## src/rtl/alu_issue_stage_pkg.sv

```systemverilog
// alu_issue_stage_pkg
// Shared definitions for the ID/EX issue stage: datapath widths, RV32
// opcode constants, ALU control encodings, the decoded-control and EX
// pipeline-register structures, and the decode helpers that turn raw
// instruction fields into ALU/memory/branch controls.
package alu_issue_stage_pkg;

  localparam int CPU_WIDTH      = 32;
  localparam int ALU_CTRL_WIDTH = 4;

  localparam logic [6:0] OP_RTYPE  = 7'b0110011;
  localparam logic [6:0] OP_IALU   = 7'b0010011;
  localparam logic [6:0] OP_LOAD   = 7'b0000011;
  localparam logic [6:0] OP_STORE  = 7'b0100011;
  localparam logic [6:0] OP_BRANCH = 7'b1100011;

  typedef enum logic [ALU_CTRL_WIDTH-1:0] {
    ALU_AND = 4'b0000,
    ALU_OR  = 4'b0001,
    ALU_ADD = 4'b0010,
    ALU_SUB = 4'b0110
  } alu_op_e;

  typedef struct packed {
    alu_op_e alu_ctrl;
    logic    use_imm;
    logic    regwrite;
    logic    memread;
    logic    memwrite;
    logic    branch;
    logic    illegal;
  } dec_ctrl_t;

  typedef struct packed {
    logic                 valid;
    dec_ctrl_t            ctrl;
    logic [4:0]           rd;
    logic [4:0]           rs1_addr;
    logic [4:0]           rs2_addr;
    logic [CPU_WIDTH-1:0] rs1_data;
    logic [CPU_WIDTH-1:0] rs2_data;
    logic [CPU_WIDTH-1:0] imm;
  } ex_reg_t;

  // Control word of a bubble: nothing is written, nothing is accessed, and
  // the ALU idles on ADD so the reset and bubble encodings are identical.
  function automatic dec_ctrl_t ctrl_idle();
    dec_ctrl_t c;
    c          = '0;
    c.alu_ctrl = ALU_ADD;
    return c;
  endfunction

  function automatic ex_reg_t ex_bubble();
    ex_reg_t e;
    e      = '0;
    e.ctrl = ctrl_idle();
    return e;
  endfunction

  // Only these formats really read rs2; for I-ALU and loads the rs2 field
  // holds immediate bits and must not raise a false load-use hazard.
  function automatic logic uses_rs2(input logic [6:0] opcode);
    return (opcode == OP_RTYPE) || (opcode == OP_STORE) || (opcode == OP_BRANCH);
  endfunction

  // Unsupported opcode/funct combinations fall back to an idle ADD with
  // only the illegal flag raised. Invalid slots carry no control at all,
  // and writes to x0 are dropped here so later stages never see them.
  function automatic dec_ctrl_t decode(input logic       valid,
                                       input logic [6:0] opcode,
                                       input logic [2:0] funct3,
                                       input logic       funct7_b5,
                                       input logic [4:0] rd);
    dec_ctrl_t c;
    c = ctrl_idle();
    unique case (opcode)
      OP_RTYPE: begin
        c.regwrite = 1'b1;
        unique case (funct3)
          3'b000:  c.alu_ctrl = funct7_b5 ? ALU_SUB : ALU_ADD;
          3'b111:  c.alu_ctrl = ALU_AND;
          3'b110:  c.alu_ctrl = ALU_OR;
          default: begin
            c         = ctrl_idle();
            c.illegal = 1'b1;
          end
        endcase
      end
      OP_IALU: begin
        c.regwrite = 1'b1;
        c.use_imm  = 1'b1;
        unique case (funct3)
          3'b000:  c.alu_ctrl = ALU_ADD;
          3'b111:  c.alu_ctrl = ALU_AND;
          3'b110:  c.alu_ctrl = ALU_OR;
          default: begin
            c         = ctrl_idle();
            c.illegal = 1'b1;
          end
        endcase
      end
      OP_LOAD: begin
        c.use_imm  = 1'b1;
        c.memread  = 1'b1;
        c.regwrite = 1'b1;
      end
      OP_STORE: begin
        c.use_imm  = 1'b1;
        c.memwrite = 1'b1;
      end
      OP_BRANCH: begin
        c.alu_ctrl = ALU_SUB;
        c.branch   = 1'b1;
      end
      default: c.illegal = 1'b1;
    endcase
    if (!valid) begin
      c = ctrl_idle();
    end
    if (rd == 5'd0) begin
      c.regwrite = 1'b0;
    end
    return c;
  endfunction

endpackage

```

## src/rtl/alu_issue_stage_fwd_mux.sv

```systemverilog
// alu_issue_stage_fwd_mux
// Operand forwarding selector for one source register.
// Ports:
//   i_rs_addr / i_rs_data        registered source index and register value
//   i_exm_rd/_regwrite/_result   EX/MEM writeback (highest priority)
//   i_wb_rd/_regwrite/_result    MEM/WB writeback
//   o_value                      selected operand
module alu_issue_stage_fwd_mux
  import alu_issue_stage_pkg::*;
(
  input  logic [4:0]           i_rs_addr,
  input  logic [CPU_WIDTH-1:0] i_rs_data,
  input  logic [4:0]           i_exm_rd,
  input  logic                 i_exm_regwrite,
  input  logic [CPU_WIDTH-1:0] i_exm_result,
  input  logic [4:0]           i_wb_rd,
  input  logic                 i_wb_regwrite,
  input  logic [CPU_WIDTH-1:0] i_wb_result,
  output logic [CPU_WIDTH-1:0] o_value
);

  logic w_exm_hit;
  logic w_wb_hit;

  // A producer matches only if it really writes a non-zero register, so
  // x0 reads always come from the register file.
  assign w_exm_hit = i_exm_regwrite && (i_exm_rd != 5'd0) && (i_exm_rd == i_rs_addr);
  assign w_wb_hit  = i_wb_regwrite  && (i_wb_rd  != 5'd0) && (i_wb_rd  == i_rs_addr);

  // The younger EX/MEM result shadows the older MEM/WB one.
  always_comb begin
    o_value = i_rs_data;
    if (w_exm_hit) begin
      o_value = i_exm_result;
    end else if (w_wb_hit) begin
      o_value = i_wb_result;
    end
  end

endmodule

```

## src/rtl/alu_issue_stage.sv

```systemverilog
// alu_issue_stage
// ID/EX pipeline boundary: decodes and registers the ID instruction,
// drives ALU operands and control, forwards results from EX/MEM and
// MEM/WB, and requests an IF/ID hold on a load-use hazard.
// Ports:
//   i_clk, i_rst                  clock, async active-high reset
//   i_id_*                        decoded ID fields and register reads
//   i_stall, i_flush              freeze / kill the instruction entering EX
//   i_exm_*, i_wb_*               writeback info for forwarding
//   o_data_in_1/2, o_alu_ctrl     ALU operands and opcode
//   o_ex_*                        EX-stage control, destination, store data
//   o_id_hold                     load-use stall request
module alu_issue_stage
  import alu_issue_stage_pkg::*;
(
  input  logic                      i_clk,
  input  logic                      i_rst,
  input  logic                      i_id_valid,
  input  logic [6:0]                i_id_opcode,
  input  logic [2:0]                i_id_funct3,
  input  logic                      i_id_funct7_b5,
  input  logic [4:0]                i_id_rs1_addr,
  input  logic [4:0]                i_id_rs2_addr,
  input  logic [4:0]                i_id_rd_addr,
  input  logic [CPU_WIDTH-1:0]      i_id_rs1_data,
  input  logic [CPU_WIDTH-1:0]      i_id_rs2_data,
  input  logic [CPU_WIDTH-1:0]      i_id_imm,
  input  logic                      i_stall,
  input  logic                      i_flush,
  input  logic [4:0]                i_exm_rd,
  input  logic                      i_exm_regwrite,
  input  logic [CPU_WIDTH-1:0]      i_exm_result,
  input  logic [4:0]                i_wb_rd,
  input  logic                      i_wb_regwrite,
  input  logic [CPU_WIDTH-1:0]      i_wb_result,
  output logic [CPU_WIDTH-1:0]      o_data_in_1,
  output logic [CPU_WIDTH-1:0]      o_data_in_2,
  output logic [ALU_CTRL_WIDTH-1:0] o_alu_ctrl,
  output logic                      o_ex_valid,
  output logic                      o_ex_regwrite,
  output logic                      o_ex_memread,
  output logic                      o_ex_memwrite,
  output logic                      o_ex_branch,
  output logic                      o_ex_illegal,
  output logic [4:0]                o_ex_rd,
  output logic [CPU_WIDTH-1:0]      o_ex_store_data,
  output logic                      o_id_hold
);

  ex_reg_t              r_ex;
  dec_ctrl_t            w_dec;
  ex_reg_t              w_ex_next;
  logic                 w_id_hold;
  logic [CPU_WIDTH-1:0] w_fwd_rs1;
  logic [CPU_WIDTH-1:0] w_fwd_rs2;

  assign w_dec = decode(i_id_valid, i_id_opcode, i_id_funct3, i_id_funct7_b5, i_id_rd_addr);

  always_comb begin
    w_ex_next          = ex_bubble();
    w_ex_next.valid    = i_id_valid;
    w_ex_next.ctrl     = w_dec;
    w_ex_next.rd       = i_id_rd_addr;
    w_ex_next.rs1_addr = i_id_rs1_addr;
    w_ex_next.rs2_addr = i_id_rs2_addr;
    w_ex_next.rs1_data = i_id_rs1_data;
    w_ex_next.rs2_data = i_id_rs2_data;
    w_ex_next.imm      = i_id_imm;
  end

  // The loaded value is not available until MEM/WB, so a consumer right
  // behind a load must wait one cycle in ID while EX takes a bubble.
  assign w_id_hold = i_id_valid && r_ex.valid && r_ex.ctrl.memread && (r_ex.rd != 5'd0) &&
                     ((r_ex.rd == i_id_rs1_addr) ||
                      ((r_ex.rd == i_id_rs2_addr) && uses_rs2(i_id_opcode)));

  // Flush beats stall so a killed instruction never survives a freeze;
  // stall beats the load-use bubble so the load stays in EX and the hold
  // request persists until it actually advances.
  always_ff @(posedge i_clk or posedge i_rst) begin
    if (i_rst) begin
      r_ex <= ex_bubble();
    end else if (i_flush) begin
      r_ex <= ex_bubble();
    end else if (i_stall) begin
      r_ex <= r_ex;
    end else if (w_id_hold) begin
      r_ex <= ex_bubble();
    end else begin
      r_ex <= w_ex_next;
    end
  end

  alu_issue_stage_fwd_mux u_fwd_mux_rs1 (
    .i_rs_addr      (r_ex.rs1_addr),
    .i_rs_data      (r_ex.rs1_data),
    .i_exm_rd       (i_exm_rd),
    .i_exm_regwrite (i_exm_regwrite),
    .i_exm_result   (i_exm_result),
    .i_wb_rd        (i_wb_rd),
    .i_wb_regwrite  (i_wb_regwrite),
    .i_wb_result    (i_wb_result),
    .o_value        (w_fwd_rs1)
  );

  alu_issue_stage_fwd_mux u_fwd_mux_rs2 (
    .i_rs_addr      (r_ex.rs2_addr),
    .i_rs_data      (r_ex.rs2_data),
    .i_exm_rd       (i_exm_rd),
    .i_exm_regwrite (i_exm_regwrite),
    .i_exm_result   (i_exm_result),
    .i_wb_rd        (i_wb_rd),
    .i_wb_regwrite  (i_wb_regwrite),
    .i_wb_result    (i_wb_result),
    .o_value        (w_fwd_rs2)
  );

  // Stores use the immediate for the address, so their data is taken
  // from the forwarded rs2 path independently of the ALU operand.
  assign o_data_in_1     = w_fwd_rs1;
  assign o_data_in_2     = r_ex.ctrl.use_imm ? r_ex.imm : w_fwd_rs2;
  assign o_ex_store_data = w_fwd_rs2;
  assign o_alu_ctrl      = r_ex.ctrl.alu_ctrl;
  assign o_ex_valid      = r_ex.valid;
  assign o_ex_regwrite   = r_ex.ctrl.regwrite;
  assign o_ex_memread    = r_ex.ctrl.memread;
  assign o_ex_memwrite   = r_ex.ctrl.memwrite;
  assign o_ex_branch     = r_ex.ctrl.branch;
  assign o_ex_illegal    = r_ex.ctrl.illegal;
  assign o_ex_rd         = r_ex.rd;
  assign o_id_hold       = w_id_hold;

endmodule

```

## config.mk

```make
export PLATFORM = sky130hd
export DESIGN_NAME = alu_issue_stage
export DESIGN_NICKNAME = d
export VERILOG_FILES = /design/src/rtl/alu_issue_stage_pkg.sv /design/src/rtl/alu_issue_stage_fwd_mux.sv /design/src/rtl/alu_issue_stage.sv
export SDC_FILE = /design/constraint.sdc
export NUM_CORES = 1
export LEC_CHECK = 0
export BUFFER_PORTS_ARGS = -buffer_cell sky130_fd_sc_hd__buf_2
export CAP_MARGIN = 25
export CORE_UTILIZATION = 25
export CTS_BUF_LIST = sky130_fd_sc_hd__clkbuf_4
export CTS_CLUSTER_DIAMETER = 150
export DETAILED_ROUTE_END_ITERATION = 6
export GPL_ROUTABILITY_DRIVEN = 0
export RECOVER_POWER = 50
export SKIP_CTS_REPAIR_TIMING = 1
export SLEW_MARGIN = 20
export SYNTH_ARGS = -nofsm -noshare
export SYNTH_HDL_FRONTEND = slang
export SYNTH_SLANG_ARGS = --single-unit
```

## constraint.sdc

```tcl
create_clock -name i_clk -period 3.9 [get_ports i_clk]
set_input_delay 0.78 -clock i_clk [delete_from_list [all_inputs] [get_ports i_clk]]
set_output_delay 0.78 -clock i_clk [all_outputs]
set_load 0.02 [all_outputs]
```

==> metrics.md, run 1 <==
| Metric | Value |
|---|---|
| Status | `finished, violations left` |
| Failing checks | `capacitance limit, slew limit` |
| Final period util | `0.968` |
| Startpoint types | `register` |
| CP required | `3120 ps` |
| HPWL Detailed | `26.7 mm` |
| Die footprint | `35800 µm²` |
| Hold crit path type | `in -> reg` |
| First-pass GRT wire length | `53.3 mm` |
| CP arrival | `3000 ps` |
| # IOs | `315` |
| Setup Crit Path Kind | `reg -> out` |
| Final cell count without fillers | `1725` |
| Worst IR Drop VDD | `0.151 mV` |
| Syn Area/Cell | `8.66 µm²` |
| CTS H-Tree Depth | `4` |
| Highest clock rate | `0.265 GHz` |
| Initial core utilization | `0.254` |
| CTS Buf Count | `17` |
| First-pass DRT Iterations | `5` |
| Syn Nets | `1214` |
| CTS tree | `yes` |
| Cells after synthesis | `1011` |
| Yosys warning count | `0` |
| Setup TNS | `0 ps` |
| Rows | `68` |
| Async S/R FF share, synth | `1.00` |
| Core region area | `34500 µm²` |
| Setup Viol. Count Final | `0` |
| Post-synth top flop | `dfrtp_1` |
| GRT Total Usage | `0.198` |
| Fin. max-slew vios | `121` |
| Mapped Area | `8760 µm²` |
| Slew @ Worst Pin | `1730 ps` |
| Clock latency on the worst-skew pair | `610 ps` |
| Cell Pwr Density | `295 nW/µm²` |
| Port Buffer Count | `313` |
| Distinct cells, synth | `48` |
| Drt via density | `5.13` |
| Sink Count | `121` |
| Leak Pwr | `4.93 nW` |
| Vias post-DR | `8857` |
| Clock skew | `24.9 ps` |
| Post-route DRC | `0` |
| Worst rel slew slack | `-0.153` |
| Tot Pwr | `3.24 mW` |
| Max Fanout on Critical Path | `33` |
| Max cap viols | `2` |
| Clock buffer depth | `2` |
| 1st-iter DRT viols | `596` |
| DP Cell Count | `1676` |
| Final Hold Vio Count | `0` |
| Hold Startpoint | `i_id_funct3[0]` |
| Setup crit end kind | `output port` |
| Area delta synth->final | `25.4%` |
| Post-synth EDFFs | `0` |
| Sequential-to-total area share from yosys stat | `0.346` |
| Antenna violations before repair | `17` |
| Worst setup startpoint | `r_ex[100]` |
| WL/cell | `20.8 µm` |
| # fillers | `3779` |
| Clk root buf | `clkbuf_4` |
| Overflow after GRT | `0` |
| Vias in the first global route | `8407` |
| RSZ-0062 raised after global routing | `yes` |
| Clk pin slew, worst setup/hold paths | `120 ps` |
| Register area | `3030 µm²` |
| Post-synthesis sequential element count | `121` |
| Antenna violation net count after detailed routing | `0` |
| Die Y | `189 µm` |
| Share of layout cells above drive strength 1 | `0.343` |
| Dpl ws | `113 ps` |
| WL final | `35.9 mm` |
| Largest net degree at the start of global routing | `148` |
| Fin nets | `1445` |
| Chip Width | `189 µm` |
| Multi-input gate area | `4780 µm²` |
| Reg-to-Reg Start | `o_ex_rd[1]` |
| Minimum clock period | `3780 ps` |
| Setup ws final | `125 ps` |
| Fin Hold WS | `370 ps` |
[cell families after synthesis]
group	count (synthesis)	share of synthesized area
XOR/XNOR	30	0.0300
AO/OA/AOI/OAI	226	0.211
flip-flops	121	0.346
multiplexers	62	0.0750
AND/OR/NAND/NOR	330	0.223
buffers and inverters	241	0.114
other	1	0.000428
[power breakdown]
group	switching [mW]	internal (mW)
combinational	0.546	0.316
sequential	0.0543	1.32
clock	0.558	0.441
total	1.16	2.08
[metal layers]
layer  up-vias  part of all wire  global-route usage  routed length (µm)
met1      4297              0.49               0.288               17500
li1       4183                 -                   -                   -
met3        55             0.059              0.0469                2110
met5         -           0.00075                   0                  27
met2       318              0.43               0.278               15300
met4         4             0.025              0.0785                 896
[worst max-delay path, stage by stage (launching register included)]
cell,delay (ps)
dfrtp_1,440
xor2_1,200
or4b_4,580
buf_12,200
or3_4,390
a211oi_4,260
o31ai_1,100
buf_2,200
[placed cells by master, fill, tap and decap left out, types with 10 or more instances in the layout]
cell type  netlist  routed
xnor2_1         16      16
nand2_1         80      80
nor2_1          14      13
nor3_1          32      32
o41ai_1        111     111
diode_2          0      15
inv_1          115     114
a31oi_1         29      29
buf_4           11      13
buf_2           24     296
clkbuf_4         0      18
nand3_1         36      36
mux2i_1         33      33
nor4_1          30      30
xor2_1          14      11
o31ai_2         27      27
clkbuf_1        88      15
o21ai_1         31      31
nand3b_1       111     111
o21ai_0         10      10
dfrtp_1        120     119
mux2_2          29      29
[cell usage after synthesis (all sizes together), types with 2 or more instances]
cell	count	area, µm²
xor2	14	123
dfrtp	120	3000
a31oi	29	181
o31ai	35	398
or4	2	15.0
xnor2	16	140
nand3	36	180
a211oi	4	45.1
nand4	7	43.8
nand2	80	300
nor3	32	160
or2	2	12.5
mux2i	33	330
clkbuf	88	330
inv	115	432
nor2	14	52.6
nor4b	4	53.8
nor4	32	221
buf	38	236
and2	3	18.8
nand3b	111	833
o41ai	111	972
o21ai	41	205
mux2	29	327
[per-stage QoR]
stage | util | instance area, µm²
CTS | 0.317 | 11000
floorplan | - | 8760
global route | 0.318 | 11000
finish | 0.318 | 11000
global placement | 0.309 | 10700
detailed placement | 0.309 | 10700
[sequential cells by signal, indices dropped and copies added, names as in the netlist]
signal / count
o_ex_memread: 1
o_alu_ctrl: 3
o_ex_regwrite: 1
o_ex_valid: 1
o_ex_illegal: 1
r_ex: 107
o_ex_memwrite: 1
o_ex_branch: 1
o_ex_rd: 5
[path summary, 6_finish.rpt]
check                      slack (ps)  cells past startpoint              end
setup reg to reg                  240                      6         r_ex[96]
min in group asynchronous         560                      3         r_ex[92]
hold / removal                    370                      2    o_alu_ctrl[0]
max in group asynchronous        1300                      4        r_ex[116]
setup / recovery                  120                      7  o_data_in_2[14]
hold reg to reg                   490                      2    o_alu_ctrl[1]
[layout make-up]
cell class,instances,area share
Multi-Input combinational cell,649,0.435
Sequential cell,121,0.276
Timing Repair Buffer,338,0.168
Tap cell,455,0.0518
Inverter,115,0.0394
Clock inverter,14,0.0142
Clock buffer,18,0.0123
Antenna cell,15,0.00342
Power figures use the tool's default switching activity.
==> run 2, diff against run 1 <==
--- a/config.mk
+++ b/config.mk
@@ -5,6 +5,7 @@
 export SDC_FILE = /design/constraint.sdc
 export NUM_CORES = 1
 export LEC_CHECK = 0
+export ABC_AREA = 0
 export BUFFER_PORTS_ARGS = -buffer_cell sky130_fd_sc_hd__buf_2
 export CAP_MARGIN = 25
 export CORE_UTILIZATION = 25
@@ -13,6 +14,7 @@
 export DETAILED_ROUTE_END_ITERATION = 6
 export GPL_ROUTABILITY_DRIVEN = 0
 export RECOVER_POWER = 50
+export REMOVE_ABC_BUFFERS = 1
 export SKIP_CTS_REPAIR_TIMING = 1
 export SLEW_MARGIN = 20
 export SYNTH_ARGS = -nofsm -noshare
==> run 2 against run 1 <==
  * The flow finishes with violations (DRC, capacitance limit, slew limit)
  * Non-clock buffer count up 23
  * Cell count is 0.52% higher
  * Critical path depth is 1 higher
  * Register-to-register slack improved by 460 ps
  * Clock skew down 5.0 ps
  * Via count increased by 1.0%
  * Power increased by 2.4%
  * Sequential share of layout area down 0.77 points
  * Sequential cell count is the same
  * Global-route usage shrank 0.84 points
  * Wire length shrank 3.5%
  * Combinational power up 4.6%
  * Largest power group unchanged
  * Highest routed layer is now met4
==> metrics.md, run 2 (synthesized netlist as in run 1, its figures left out) <==
| Metric | Value |
|---|---|
| Slowest stage delay, CP | `580 ps (about the same)` |
| WL/cell | `20.0 µm (-4.0%)` |
| Area delta synth->final | `29.0%` |
| Setup TNS | `0 ps (unchanged)` |
| Clk root buf | `clkbuf_4` |
| Failing checks | `DRC, capacitance limit, slew limit` |
| Fin. max-slew vios | `101 (-17%)` |
| CP required | `3120 ps (about the same)` |
| Antenna violation net count after detailed routing | `0 (unchanged)` |
| Setup Crit Path Kind | `reg -> out` |
| Most frequent cells in the layout | `297 x buf_2, 118 x dfrtp_1, 115 x inv_1` |
| R2R Path End | `r_ex[40]` |
| 1st-iter DRT viols | `600 (+0.67%)` |
| WL final | `34.6 mm (-3.5%)` |
| Post-route DRC | `2 (+2)` |
| Drt via density | `5.16 (+0.51%)` |
| GRT Total Usage | `0.190 (-0.00843)` |
| Initial core utilization | `0.254 (unchanged)` |
| Status | `finished, violations left` |
| First-pass GRT wire length | `52.1 mm (-2.2%)` |
| R2R cell count | `6 (unchanged)` |
| # IOs | `315 (unchanged)` |
| Largest net degree at the start of global routing | `135 (-8.8%)` |
| Crit path top cell by count | `buf_12` |
| Vias post-DR | `8949 (+1.0%)` |
| Setup crit end kind | `output port` |
| Worst reg-to-reg setup slack | `700 ps (+460 ps)` |
| Vias in the first global route | `8763 (+4.2%)` |
| Sink Count | `121 (unchanged)` |
| Hold Path Sink | `o_alu_ctrl[0]` |
| CTS tree | `yes` |
| Clock skew | `19.9 ps (-5.00 ps)` |
| Fin util | `0.327 (+0.00927)` |
| Clk pin slew, worst setup/hold paths | `130 ps (about the same)` |
| HPWL Detailed | `23.6 mm (-12%)` |
| Cell Pwr Density | `293 nW/µm² (-0.53%)` |
| Max Fanout on Critical Path | `8 (-76%)` |
| Leak Pwr | `5.10 nW (+3.4%)` |
| Max cap viols | `2 (unchanged)` |
| Port Buffer Count | `313 (unchanged)` |
| Rows | `68 (unchanged)` |
| Final period util | `0.960 (-0.00854)` |
| Minimum clock period | `3740 ps (-33.3 ps)` |
| Max reg flops | `107 (unchanged)` |
| CP arrival | `2960 ps (-40 ps)` |
| Hold Startpoint | `i_id_funct3[0]` |
| Tot Pwr | `3.31 mW (+2.4%)` |
| Worst rel slew slack | `-0.969 (-0.816)` |
| Clock buffer depth | `2 (unchanged)` |
| Fin nets | `1468 (+1.6%)` |
| Antenna violations before repair | `1 (-16)` |
| # fillers | `3667 (-3.0%)` |
| Startpoint types | `register` |
| Core region area | `34500 µm² (unchanged)` |
| First-pass DRT Iterations | `7 (+2)` |
| Share of layout cells above drive strength 1 | `0.360 (+0.0173)` |
| Overflow after GRT | `0 (unchanged)` |
| Commonest non-fill, non-tap cell in the layout | `buf_2` |
| Die Y | `189 µm (unchanged)` |
| Setup Viol. Count Final | `0 (unchanged)` |
| Hold crit path type | `in -> reg` |
| Cell chain of the critical path | `xor2_4, or4b_4, buf_12, buf_12, nor4b_4, a211oi_4, o31ai_1, buf_2` |
| Worst IR Drop VDD | `0.160 mV (+5.9%)` |
| Clock latency on the worst-skew pair | `600 ps (about the same)` |
| RSZ-0062 raised after global routing | `yes` |
| Reg-to-Reg Start | `o_ex_rd[0]` |
| CTS H-Tree Depth | `4 (unchanged)` |
| Worst hold path depth | `2 (unchanged)` |
| CTS Buf Count | `17 (unchanged)` |
| Highest clock rate | `0.267 GHz (+0.89%)` |
| Largest register by flop count | `r_ex` |
| Slew @ Worst Pin | `2950 ps (+1220 ps)` |
| Final Hold Vio Count | `0 (unchanged)` |
| Chip Width | `189 µm (unchanged)` |
| Die footprint | `35800 µm² (unchanged)` |
| Critical path's slowest cell | `or4b_4` |
run 2: cell types whose count changed in the layout (fill, tap and decap cells not counted), moves of 2 or more:
cell	previous run	this run
buf_4	13	33
diode_2	15	1
buf_12	8	11
clkbuf_2	3	0
clkinv_4	1	4
nor4b_2	3	0
nor4b_4	0	3
xor2_4	0	3
a211oi_2	2	0
a211oi_4	1	3
clkinv_2	4	2
xor2_2	3	1
run 2: layer usage:
layer / track usage / up-vias / wire (µm)
met2: 0.304 / 362 / 16400
met1: 0.259 / 4334 / 16000
met5: 0 / - / 0
li1: - / 4215 / -
met4: 0.0552 / 0 / 531
met3: 0.0352 / 38 / 1780
run 2: metrics by stage:
step / instance area [µm²] / hold slack (ps) / setup slack, ps / instances
2_1_floorplan: 8190 / 443 / -1400 / 885
6_report: 11300 / 367 / 158 / 1734
5_1_grt: 11300 / 286 / -56.7 / 1734
4_1_cts: 11200 / 222 / -240 / 1724
3_3_place_gp: 10900 / 456 / 75.0 / 1692
3_5_place_dp: 10900 / 460 / 57.3 / 1692
run 2: final cells by class:
cell class | count | area, µm² | area share
clock inverters | 15 | 178 | 0.0157
diodes | 1 | 2.50 | 0.000221
multi-input cells | 649 | 4880 | 0.432
flip-flops and latches | 121 | 3030 | 0.268
inverters | 115 | 432 | 0.0382
clock buffers | 17 | 128 | 0.0113
well taps | 455 | 569 | 0.0504
repair buffers | 361 | 2080 | 0.184
run 2: worst max path at each step:
| stage | slack (ps) | start | to | cells after the start |
|---|---|---|---|---|
| after floorplan | -1400 | i_exm_rd[4] | o_data_in_1[0] | 4 |
| final | 160 | r_ex[97] | o_data_in_2[14] | 8 |
| after CTS | -240 | r_ex[100] | o_data_in_2[14] | 8 |
| after detailed placement | 60 | i_wb_rd[4] | o_data_in_2[14] | 9 |
| after global placement | 80 | i_wb_rd[4] | o_data_in_2[14] | 8 |
| after global routing | -60 | r_ex[97] | o_data_in_2[14] | 8 |
run 2: worst max-delay path, delay by kind of cell, from the launching register on:
kind	cells	cell delay (ps)
compound gates	2	270
buf+inv	3	530
xor+xnor	1	170
flops	1	480
simple gates	2	900
run 2: power breakdown:
part	switching [mW]	total [mW]	internal (mW)
Sequential	0.0534	1.37	1.32
Clock	0.593	1.04	0.443
Combinational	0.564	0.902	0.338
Total	1.21	3.31	2.10
